--- src/rtl/core_boot_ctrl.sv ---
// Boot and run sequencer: streams instruction words into byte-wide memory,
// releases the core, then times the run until ECALL or a cycle limit.
module core_boot_ctrl #(
    parameter int          ADDR_W    = 12,
    parameter int          CNT_W     = 32,
    parameter logic [31:0] HALT_INSN = 32'h00000073
) (
    input  logic              clk,
    input  logic              rst_n,
    input  logic              ld_valid,
    output logic              ld_ready,
    input  logic [31:0]       ld_data,
    input  logic              ld_last,
    output logic              im_we,
    output logic [ADDR_W-1:0] im_addr,
    output logic [7:0]        im_wdata,
    output logic              core_rst_n,
    input  logic              fetch_valid,
    input  logic [31:0]       fetch_insn,
    input  logic [CNT_W-1:0]  cycle_limit,
    output logic              running,
    output logic              done,
    output logic              timeout,
    output logic              err,
    output logic [CNT_W-1:0]  cycles,
    output logic [ADDR_W-2:0] words
);

    typedef enum logic [2:0] {
        LD_IDLE,
        LD_WR,
        RELEASE,
        RUN,
        DONE
    } state_t;

    localparam logic [ADDR_W-2:0] FULL_WORDS = {1'b1, {(ADDR_W-2){1'b0}}};

    state_t            state_q, state_d;
    logic [ADDR_W-1:0] ptr_q, ptr_d;
    logic [1:0]        idx_q, idx_d;
    logic [31:0]       data_q, data_d;
    logic              last_q, last_d;
    logic [ADDR_W-2:0] words_q, words_d;
    logic [CNT_W-1:0]  cycles_q, cycles_d;
    logic              timeout_q, timeout_d;
    logic              err_q, err_d;
    logic              im_we_q, im_we_d;
    logic [ADDR_W-1:0] im_addr_q, im_addr_d;
    logic [7:0]        im_wdata_q, im_wdata_d;
    logic              core_rst_n_q, core_rst_n_d;
    logic              running_q, running_d;
    logic              done_q, done_d;
    logic              full;
    logic              halt_hit;
    logic              limit_hit;

    always_ff @(posedge clk or negedge rst_n) begin
        if (!rst_n) begin
            state_q      <= LD_IDLE;
            ptr_q        <= '0;
            idx_q        <= '0;
            data_q       <= '0;
            last_q       <= 1'b0;
            words_q      <= '0;
            cycles_q     <= '0;
            timeout_q    <= 1'b0;
            err_q        <= 1'b0;
            im_we_q      <= 1'b0;
            im_addr_q    <= '0;
            im_wdata_q   <= '0;
            core_rst_n_q <= 1'b0;
            running_q    <= 1'b0;
            done_q       <= 1'b0;
        end else begin
            state_q      <= state_d;
            ptr_q        <= ptr_d;
            idx_q        <= idx_d;
            data_q       <= data_d;
            last_q       <= last_d;
            words_q      <= words_d;
            cycles_q     <= cycles_d;
            timeout_q    <= timeout_d;
            err_q        <= err_d;
            im_we_q      <= im_we_d;
            im_addr_q    <= im_addr_d;
            im_wdata_q   <= im_wdata_d;
            core_rst_n_q <= core_rst_n_d;
            running_q    <= running_d;
            done_q       <= done_d;
        end
    end

    assign full      = (words_q == FULL_WORDS);
    assign halt_hit  = fetch_valid && (fetch_insn == HALT_INSN);
    assign limit_hit = (cycle_limit != '0) && ((cycles_q + CNT_W'(1)) == cycle_limit);

    // Outputs are registered from the next-state values so they line up with the state they describe.
    always_comb begin
        state_d   = state_q;
        ptr_d     = ptr_q;
        idx_d     = idx_q;
        data_d    = data_q;
        last_d    = last_q;
        words_d   = words_q;
        cycles_d  = cycles_q;
        timeout_d = timeout_q;
        err_d     = err_q;
        ld_ready  = (state_q == LD_IDLE) && !full;

        case (state_q)
            LD_IDLE: begin
                if (ld_valid) begin
                    if (full) begin
                        err_d   = 1'b1;
                        state_d = DONE;
                    end else begin
                        data_d  = ld_data;
                        last_d  = ld_last;
                        idx_d   = 2'd0;
                        state_d = LD_WR;
                    end
                end
            end
            LD_WR: begin
                if (idx_q == 2'd3) begin
                    ptr_d   = ptr_q + ADDR_W'(4);
                    words_d = words_q + 1'b1;
                    state_d = last_q ? RELEASE : LD_IDLE;
                end else begin
                    idx_d = idx_q + 2'd1;
                end
            end
            RELEASE: state_d = RUN;
            RUN: begin
                cycles_d = (&cycles_q) ? cycles_q : cycles_q + CNT_W'(1);
                if (halt_hit) begin
                    state_d = DONE;
                end else if (limit_hit) begin
                    timeout_d = 1'b1;
                    state_d   = DONE;
                end
            end
            default: state_d = DONE;
        endcase

        im_we_d      = (state_d == LD_WR);
        im_addr_d    = im_we_d ? ptr_d + ADDR_W'(idx_d) : '0;
        im_wdata_d   = im_we_d ? data_d[{idx_d, 3'b000} +: 8] : 8'h00;
        core_rst_n_d = (state_d == RUN);
        running_d    = (state_d == RUN);
        done_d       = (state_d == DONE);
    end

    assign im_we      = im_we_q;
    assign im_addr    = im_addr_q;
    assign im_wdata   = im_wdata_q;
    assign core_rst_n = core_rst_n_q;
    assign running    = running_q;
    assign done       = done_q;
    assign timeout    = timeout_q;
    assign err        = err_q;
    assign cycles     = cycles_q;
    assign words      = words_q;

endmodule

--- config.mk ---
export PLATFORM = sky130hd
export DESIGN_NAME = core_boot_ctrl
export DESIGN_NICKNAME = d
export VERILOG_FILES = /design/src/rtl/core_boot_ctrl.sv
export SDC_FILE = /design/constraint.sdc
export NUM_CORES = 1
export LEC_CHECK = 0
export ABC_AREA = 1
export CORE_UTILIZATION = 23
export DETAILED_ROUTE_END_ITERATION = 12
export SLEW_MARGIN = 5
export SYNTH_ARGS = -nofsm -noshare
export SYNTH_HDL_FRONTEND = slang
export SYNTH_SLANG_ARGS = --single-unit
--- constraint.sdc ---
create_clock -name clk -period 2.7 [get_ports clk]
set_input_delay 0.54 -clock clk [delete_from_list [all_inputs] [get_ports clk]]
set_output_delay 0.54 -clock clk [all_outputs]
set_load 0.02 [all_outputs]
-- Yosys cells after proc, flatten, opt, wreduce, memory -nomap -nowiden
Cells that the tools add are included.
- bits in registers: 118
- input bits: 101
- output and inout bits: 70
- add/sub/neg operators: 5
- equal/unequal tests: 10
- shifts and indexed selects: 1
- multiplexer cells: 18
- bitwise operators: 3
- reduce and logical (&&, ||, !) cells: 12
- operators with widths (kind ; number):
    32-bit two-way mux ; 3
    12-bit two-way mux ; 3
    32-bit by 1-bit adder with 32-bit output (second input constant) ; 1
    32-bit == test ; 1
    32-bit by 7-bit == test with 1-bit output (second input constant) ; 1
    32-bit AND reduction ; 1
    32-bit nonzero test ; 1
    32-bit by 6-bit variable part select with 8-bit output ; 1
    3-bit two-way mux ; 5
    12-bit by 2-bit adder with 12-bit output ; 1
    12-bit by 3-bit adder with 12-bit output (second input constant) ; 1
    3-bit one-hot mux with 4 select lines ; 1
    11-bit by 1-bit adder with 11-bit output (second input constant) ; 1
    11-bit == test (second input constant) ; 1
    3-bit by 2-bit == test with 1-bit output (second input constant) ; 3
    3-bit AND reduction ; 3
    2-bit two-way mux ; 4
    8-bit two-way mux ; 1
    3-bit by 1-bit == test with 1-bit output (second input constant) ; 2
    2-bit one-hot mux with 2 select lines ; 1
    2-bit AND reduction ; 2
    3-bit == test (second input constant) ; 1
    1-bit logical AND ; 3
    3-bit logical NOT ; 1
    other kinds (4) ; 6

-- Depth between registers and ports, before layout
Gate-level depths: netlist (run 1).
- depth in word-level cells: 8
- depth in mapped cells: 17

-- Worst setup path after synthesis (run 1)
OpenSTA, ideal clock, no wires.
- kind: register -> register
- from: register words_q[0], in the netlist words[0]
- to: register im_wdata_q[6], in the netlist im_wdata[6]
- setup time: 0.136 ns
- data arrival time: 2.012 ns
- data required time: 2.564 ns
- path slack: 0.551 ns
- cell stages (with the launch flop): 12
- buffers on the path: 1
- cells stage by stage: dfrtp_1 inv_1 ha_1 inv_1 nor4_2 nor2_1 nand2_2 buf_2 o21ai_0 a21oi_1 o21ai_0 a21oi_1
- longest elaborated chain between the ends: 6
- elaborated cells on any way between the ends: 13
- ends and longest elaborated chain (element ; RTL line ; text):
    start, declared ; 44 ; logic [ADDR_W-2:0] words_q, words_d;
    start signal, assigned ; 81 ; words_q <= words_d;
    11-bit == test (*) ; 94 ; assign full = (words_q == FULL_WORDS);
    2-bit two-way mux, or another cell as far along ; 114 ; if (full) begin
    2-bit two-way mux, or another cell as far along ; 113 ; if (ld_valid) begin
    2-bit one-hot mux with 2 select lines, or another cell as far along ; 111 ; case (state_q)
    32-bit by 6-bit variable part select with 8-bit output or 3-bit by 1-bit == test with 1-bit output (tied branches) ; 149, 147 ;
    8-bit two-way mux (*) ; 149 ; im_wdata_d = im_we_d ? data_d[{idx_d, 3'b000} +: 8] : 8'h00;
    named net im_wdata_d[6] ; 50 ; logic [7:0] im_wdata_q, im_wdata_d;
    end signal, assigned ; 87 ; im_wdata_q <= im_wdata_d;
    end, declared ; 50 ;
Mark *: on every way through the listed nets, which the timed path passes. The rest lies on a longest branch.
A chain may end at the register's enable or synchronous reset.

-- Worst setup path after layout (run 1)
- from: register words_q[0], in the netlist words[0]
- to: output port ld_ready
- longest elaborated chain between the ends: 3
- ends and longest elaborated chain (element ; RTL line ; text):
    11-bit == test ; 94 ;
    1-bit logical NOT ; 109 ; ld_ready = (state_q == LD_IDLE) && !full;
    1-bit logical AND ; 109 ;
    end, declared ; 11 ; output logic ld_ready,
No other way between the ends.

==> results of run 1 <==
## stage by stage
| stage | hold WS [ps] | std cells | instance area (um^2) |
|---|---|---|---|
| after floorplan | 244 | 928 | 6580 |
| after global placement | 360 | 1475 | 8830 |
| after detailed placement | 361 | 1475 | 8830 |
| after CTS | 469 | 1508 | 9400 |
| after global routing | 481 | 1508 | 9400 |
| final | 471 | 1508 | 9400 |
## worst paths after layout
path	endpoint	cells past startpoint	slack [ps]	start
max in group asynchronous	im_addr[6]$_DFF_PN0_	3	1530	rst_n
hold reg to reg	data_q[1]$_DFF_PN0_	2	470	data_q[1]$_DFF_PN0_
setup reg to reg	state_q[1]$_DFF_PN0_	13	350	cycles[8]$_DFFE_PN0P_
min in group asynchronous	cycles[7]$_DFFE_PN0P_	2	490	rst_n
setup / recovery	ld_ready	6	200	words[0]$_DFFE_PN0P_
hold / removal	data_q[1]$_DFF_PN0_	2	470	data_q[1]$_DFF_PN0_
## repair_timing
| action | 4_1_cts | 5_1_grt |
|---|---|---|
| resized for setup | 2 | 0 |
| endpoints found under the hold margin | 4 | 0 |
| hold buffers | 1 | 0 |
| endpoints found under the setup margin | 1 | 0 |
## flip-flops by register name, summed over array words and instances (netlist names)
register  cells
cycles       32
data_q       32
im_addr      12
words        11
ptr_q        10
im_wdata      8
state_q       3
idx_q         2
done          1
err           1
im_we         1
last_q        1
running       1
timeout       1
## power groups by stage
stage | combinational (mW) | clock, mW | sequential (mW)
global route | 1.66 | 2.27 | 2.20
finish | 1.46 | 2.14 | 2.17
global placement | 1.47 | 0 | 2.19
floorplan | 0.721 | 0 | 2.29
CTS | 1.49 | 2.19 | 2.17
detailed placement | 1.47 | 0 | 2.20
## cell usage after synthesis, types with 2 or more instances
library cell | count | area, um^2
a21oi_1 | 20 | 100
a21oi_2 | 2 | 17.5
and2_1 | 2 | 12.5
buf_2 | 10 | 50.1
clkbuf_1 | 7 | 26.3
dfrtp_1 | 116 | 2900
ha_1 | 4 | 50.1
inv_1 | 134 | 503
inv_2 | 2 | 7.51
nand2_1 | 330 | 1240
nand2_2 | 4 | 25.0
nand2_4 | 2 | 22.5
nand3_1 | 63 | 315
nand3b_1 | 5 | 37.5
nand4_1 | 10 | 62.6
nor2_1 | 85 | 319
nor2_2 | 7 | 43.8
nor2_4 | 5 | 56.3
nor3_1 | 5 | 25.0
nor4_1 | 9 | 56.3
o211ai_1 | 7 | 52.6
o21ai_0 | 60 | 300
o21ai_1 | 3 | 15.0
or2_2 | 2 | 12.5
xnor2_1 | 5 | 43.8
xnor3_1 | 2 | 45.0
xor2_1 | 18 | 158
## worst reg2reg max path, cell delays in order (launching register included)
cell	delay, ps
dfrtp_1	470
nand2_2	150
nor2_1	170
nand2_1	200
nor2_8	220
nand3_1	100
nand3_1	90
nand2_1	50
nor2_1	160
nand2_1	80
nor2_1	160
nand3_1	170
nand2_1	140
nand3_1	70
## cells by family (layout without fill, tap and decap cells)
logic type / Yosys count / after routing / synth area share
buffers and inverters: 154 / 356 / 0.0903
flip-flops: 116 / 116 / 0.441
AND/OR/NAND/NOR: 535 / 535 / 0.348
AO/OA/AOI/OAI: 94 / 94 / 0.0758
XOR/XNOR: 25 / 25 / 0.0374
adder cells (fa/ha/maj): 4 / 4 / 0.00760
## area by class of cell
| type | instances | area (um^2) | share of cell area |
|---|---|---|---|
| inverter | 136 | 510 | 0.0543 |
| tap | 378 | 473 | 0.0503 |
| clock inverter | 14 | 106 | 0.0113 |
| timing repair buffer | 188 | 1860 | 0.198 |
| clock buffer | 18 | 439 | 0.0467 |
| multi-input combinational | 658 | 3100 | 0.330 |
| sequential | 116 | 2900 | 0.309 |
## per-layer routing
layer | routed length, um | global-route usage | vias to the layer above
met5 | 0 | 0 | -
met4 | 284 | 0.0443 | 0
met2 | 9600 | 0.240 | 186
met1 | 9610 | 0.195 | 2967
li1 | - | - | 3284
met3 | 1390 | 0.0352 | 22
==> results.toml, run 1 <==
[cts]
cts_sinks = 116
htreeDepth = 4
cts_root_buffer = "clkbuf_16"
clk_latency_ps = 420
cts_setup_buffers = 0
path_clk_slew_ps = 60
tritoncts = "yes"
cts_made_buffers = 17
clock_path_buffers = 2

[logic_synthesis]
seq_area_frac_synth = 0.441
syn_area_um2 = 6580
synth-edff-count = 0
syn_avg_cell_area_um2 = 7.09
synth_cells = 928
synth_nets = 1033
synthFlopType = "dfrtp_1"
async_flop_share = 1.00
synth_cell_type_count = 36
synth_seq_cells = 116
synth_warnings = 0

[drt]
drcViolationCount = 0
drt_iter0_drc = 403
ant_nets = 0
dr_total_vias = 6459
drt-total-wl_mm = 20.9
drt-vias-per-instance = 4.28
avgRoutedWirePerCell_um = 13.8
drtPass1Iterations = 5

[timing]
rsz0062_at_grt = "no"
fin_ws_ps = 203
finalCritPeriodShare = 0.925
slew-limit-headroom = 0.548
drv_slew = 0
max_freq_mhz = 401
hold_viol = 0
finalClockSkew_ps = 13.8
tns_ps = 0
setup_viol = 0
max_slew.worst_pin.slew_ps = 672
period_needed_ps = 2500

[global_routing]
grt_max_degree = 78
grt_pass1_vias = 6298
grt_antenna_before_repair = 0
grt_pass1_wl_mm = 33.2
overflow = 0
track_usage = 0.148

[pwr]
power.internal_mw = 3.86
ir_drop_uv = 342
leakage_nw = 4.30
p_switching_mw = 1.92
pwr-share-clk = 0.371
sw_frac_of_total = 0.332
p_comb_frac = 0.254
seqPwrFrac = 0.375
p_per_area_nw_per_um2 = 615
totalPowerFinal_mw = 5.78

[setup_path]
path_cells = "inv_1 > ha_1 > inv_1 > nor4_4 > nor2_1 > dlygate4sd2_1"
path_max_fanout = 4
crit_family = "buffers and inverters"
crit_path_frequent_cell = "inv_1"
max_stage_delay_ps = 420
arrival_ps = 1960
startpoint_type = "flop"
worstSetupEndpointType = "output port"
cp_num_buf_inv = 3
crit_type = "reg -> out"
cp_slowest_cell = "dfrtp_1"
crit_required_ps = 2160

[cells_and_area]
layout_common_cells = "nand2_1, clkdlybuf4s50_1, inv_1"
n_antenna_cell = 0
final_common_cell = "nand2_1"
drive_gt1_frac = 0.0690
utilization = 0.336
area_growth_syn_to_layout_pct = 42.7
fillers = 2993
num-nets-final = 1222

[place]
preCtsSetupSlack_ps = -413
gp_congestion = 0.912
dp_hpwl_mm = 16.0
port-buffer-count = 170

[die]
die_h_um = 171
dieArea_um2 = 29300
core_area_um2 = 27900
initial_utilization = 0.236
num_rows = 61
die_w_um = 171
io_pins = 171

[outcome]
status = "finished, final reports clean"

[run]
maxCapViolCount = 0

[worst_hold_path]
hold_class = "reg -> reg"
(Power assumes the default switching activity.)
==> inputs of run 2 (changes only) <==
--- a/config.mk
+++ b/config.mk
@@ -6,8 +6,12 @@
 export NUM_CORES = 1
 export LEC_CHECK = 0
 export ABC_AREA = 1
+export CELL_PAD_IN_SITES_DETAIL_PLACEMENT = 1
+export CELL_PAD_IN_SITES_GLOBAL_PLACEMENT = 1
 export CORE_UTILIZATION = 23
 export DETAILED_ROUTE_END_ITERATION = 12
+export GPL_TIMING_DRIVEN = 0
+export PLACE_DENSITY_LB_ADDON = 0.1
 export SLEW_MARGIN = 5
 export SYNTH_ARGS = -nofsm -noshare
 export SYNTH_HDL_FRONTEND = slang
==> run 2 against run 1 <==
Net effect:
- worst hold slack got worse by 420 ps
- wire length grew 15%
- sequential share of layout area fell by 0.097 points
- power up 1.7%
- worst setup slack got worse by 31 ps
- die area stayed put
- clock power up 4%
==> results.toml, run 2 (synthesis gave the netlist of run 1 again) <==
[cells_and_area]
regArea_um2 = 2910
multi_input_area_um2 = 3120
area_growth_syn_to_layout_pct = 43.5
num-nets-final = 1229
drive_gt1_frac = 0.0818
fin_area_um2 = 9450
n_antenna_cell = 0
final_common_cell = "nand2_1"
layout_common_cells = "nand2_1, clkdlybuf4s50_1, inv_1"
fillers = 3449

[timing]
hold_viol = 0
setup_viol = 0
finalClockSkew_ps = 10.4
max_slew.worst_pin.slew_ps = 720
drv_slew = 0
finalCritPeriodShare = 0.936
fin_ws_ps = 173
max_freq_mhz = 396
slew-limit-headroom = 0.517
period_needed_ps = 2530

[drt]
drt-total-wl_mm = 24.1
drt-vias-per-instance = 4.29
drcViolationCount = 0
ant_nets = 0
avgRoutedWirePerCell_um = 15.9
drt_iter0_drc = 297
drtPass1Iterations = 4
dr_total_vias = 6495

[setup_path]
worstSetupEndpointType = "output port"
path_max_fanout = 4
arrival_ps = 1990
startpoint_type = "flop"
crit_required_ps = 2160
reg2reg_depth = 11
crit_type = "reg -> out"

[global_routing]
grt_pass1_vias = 6877
track_usage = 0.173
overflow = 0
grt_antenna_before_repair = 0
grt_max_degree = 77
grt_pass1_wl_mm = 38.0

[cts]
tritoncts = "yes"
clk_latency_ps = 420
cts_root_buffer = "clkbuf_16"
clock_path_buffers = 2
cts_sinks = 116
ctsHoldBuffers = 0
htreeDepth = 4
cts_made_buffers = 17
path_clk_slew_ps = 70

[die]
initial_utilization = 0.236
die_h_um = 171
core_area_um2 = 27900
die_w_um = 171
num_rows = 61
io_pins = 171
dieArea_um2 = 29300

[place]
dpl-instance-area_um2 = 8790
dp_hpwl_mm = 18.6
preCtsSetupSlack_ps = -80.2
gp_congestion = 0.827
port-buffer-count = 170

[pwr]
p_switching_mw = 2.00
leakage_nw = 4.31
power.internal_mw = 3.87
totalPowerFinal_mw = 5.87
seqPwrFrac = 0.369
sw_frac_of_total = 0.341
ir_drop_uv = 351
pwr-share-clk = 0.377
p_comb_frac = 0.253
p_per_area_nw_per_um2 = 622

[worst_hold_path]
hold_class = "in -> async"

[outcome]
status = "finished, final reports clean"

[run]
maxCapViolCount = 0
run 2: cell count changes in the layout (fill, tap and decap cells not counted), moves of 4 or more:
cell / before / now
buf_2: 0 / 10
buf_4: 16 / 6
dfrtp_1: 116 / 111
dfrtp_2: 0 / 5
clkbuf_1: 0 / 4
nor2_1: 84 / 80
run 2: final timing paths:
path	start	to	slack, ps
worst max-delay path	words[0]$_DFFE_PN0P_	ld_ready	170
worst min-delay path	rst_n	cycles[12]$_DFFE_PN0P_	50
worst max register to register	cycles[0]$_DFFE_PN0P_	cycles[3]$_DFFE_PN0P_	190
worst min register to register	timeout$_DFFE_PN0P_	timeout$_DFFE_PN0P_	470
max in group asynchronous	rst_n	data_q[13]$_DFF_PN0_	1880
min in group clk	timeout$_DFFE_PN0P_	timeout$_DFFE_PN0P_	470
run 2: per-layer routing:
| metal | track usage | part of all wire | vias up |
|---|---|---|---|
| met5 | 0 | 0 | - |
| met4 | 0.0396 | 0.010 | 0 |
| met3 | 0.0336 | 0.032 | 12 |
| met2 | 0.312 | 0.51 | 96 |
| met1 | 0.211 | 0.45 | 3105 |
| li1 | - | - | 3282 |
run 2: worst max-delay path: stages, from the launching register on:
cell and delay [ps]:
dfrtp_1 420, inv_1 100, ha_1 140, inv_1 80, nor4_4 370, nor2_1 110, dlygate4sd2_1 350
run 2: power groups by stage:
| stage | sequential [mW] | clock, mW | combinational [mW] |
|---|---|---|---|
| 2_1_floorplan | 2.29 | 0 | 0.721 |
| 3_3_place_gp | 2.20 | 0 | 1.49 |
| 3_5_place_dp | 2.20 | 0 | 1.50 |
| 4_1_cts | 2.17 | 2.30 | 1.52 |
| 5_1_grt | 2.21 | 2.37 | 1.68 |
| 6_report | 2.17 | 2.22 | 1.49 |
run 2: final cells by class:
cell class | count | share of cell area
multi-input combinational | 658 | 0.330
tap | 378 | 0.0501
clock buffer | 18 | 0.0465
sequential | 116 | 0.308
timing repair buffer | 177 | 0.189
buffer | 18 | 0.00927
inverter | 136 | 0.0540
clock inverter | 14 | 0.0127
run 2: stage by stage:
stage / instances / hold WS [ps] / util / setup TNS (ps)
global route: 1515 / 78.0 / 0.338 / -22.7
detailed placement: 1477 / 460 / 0.315 / -260
CTS: 1510 / 56.7 / 0.335 / 0
finish: 1515 / 47.6 / 0.338 / 0
floorplan: 928 / 244 / - / 0
global placement: 1476 / 457 / 0.314 / -490530
run 2: timing repair:
action	CTS	global route
hold endpoints to repair	0	0
gates resized for setup	5	16
setup buffers	1	5
endpoints found under the setup margin	13	17
pin swaps	1	4
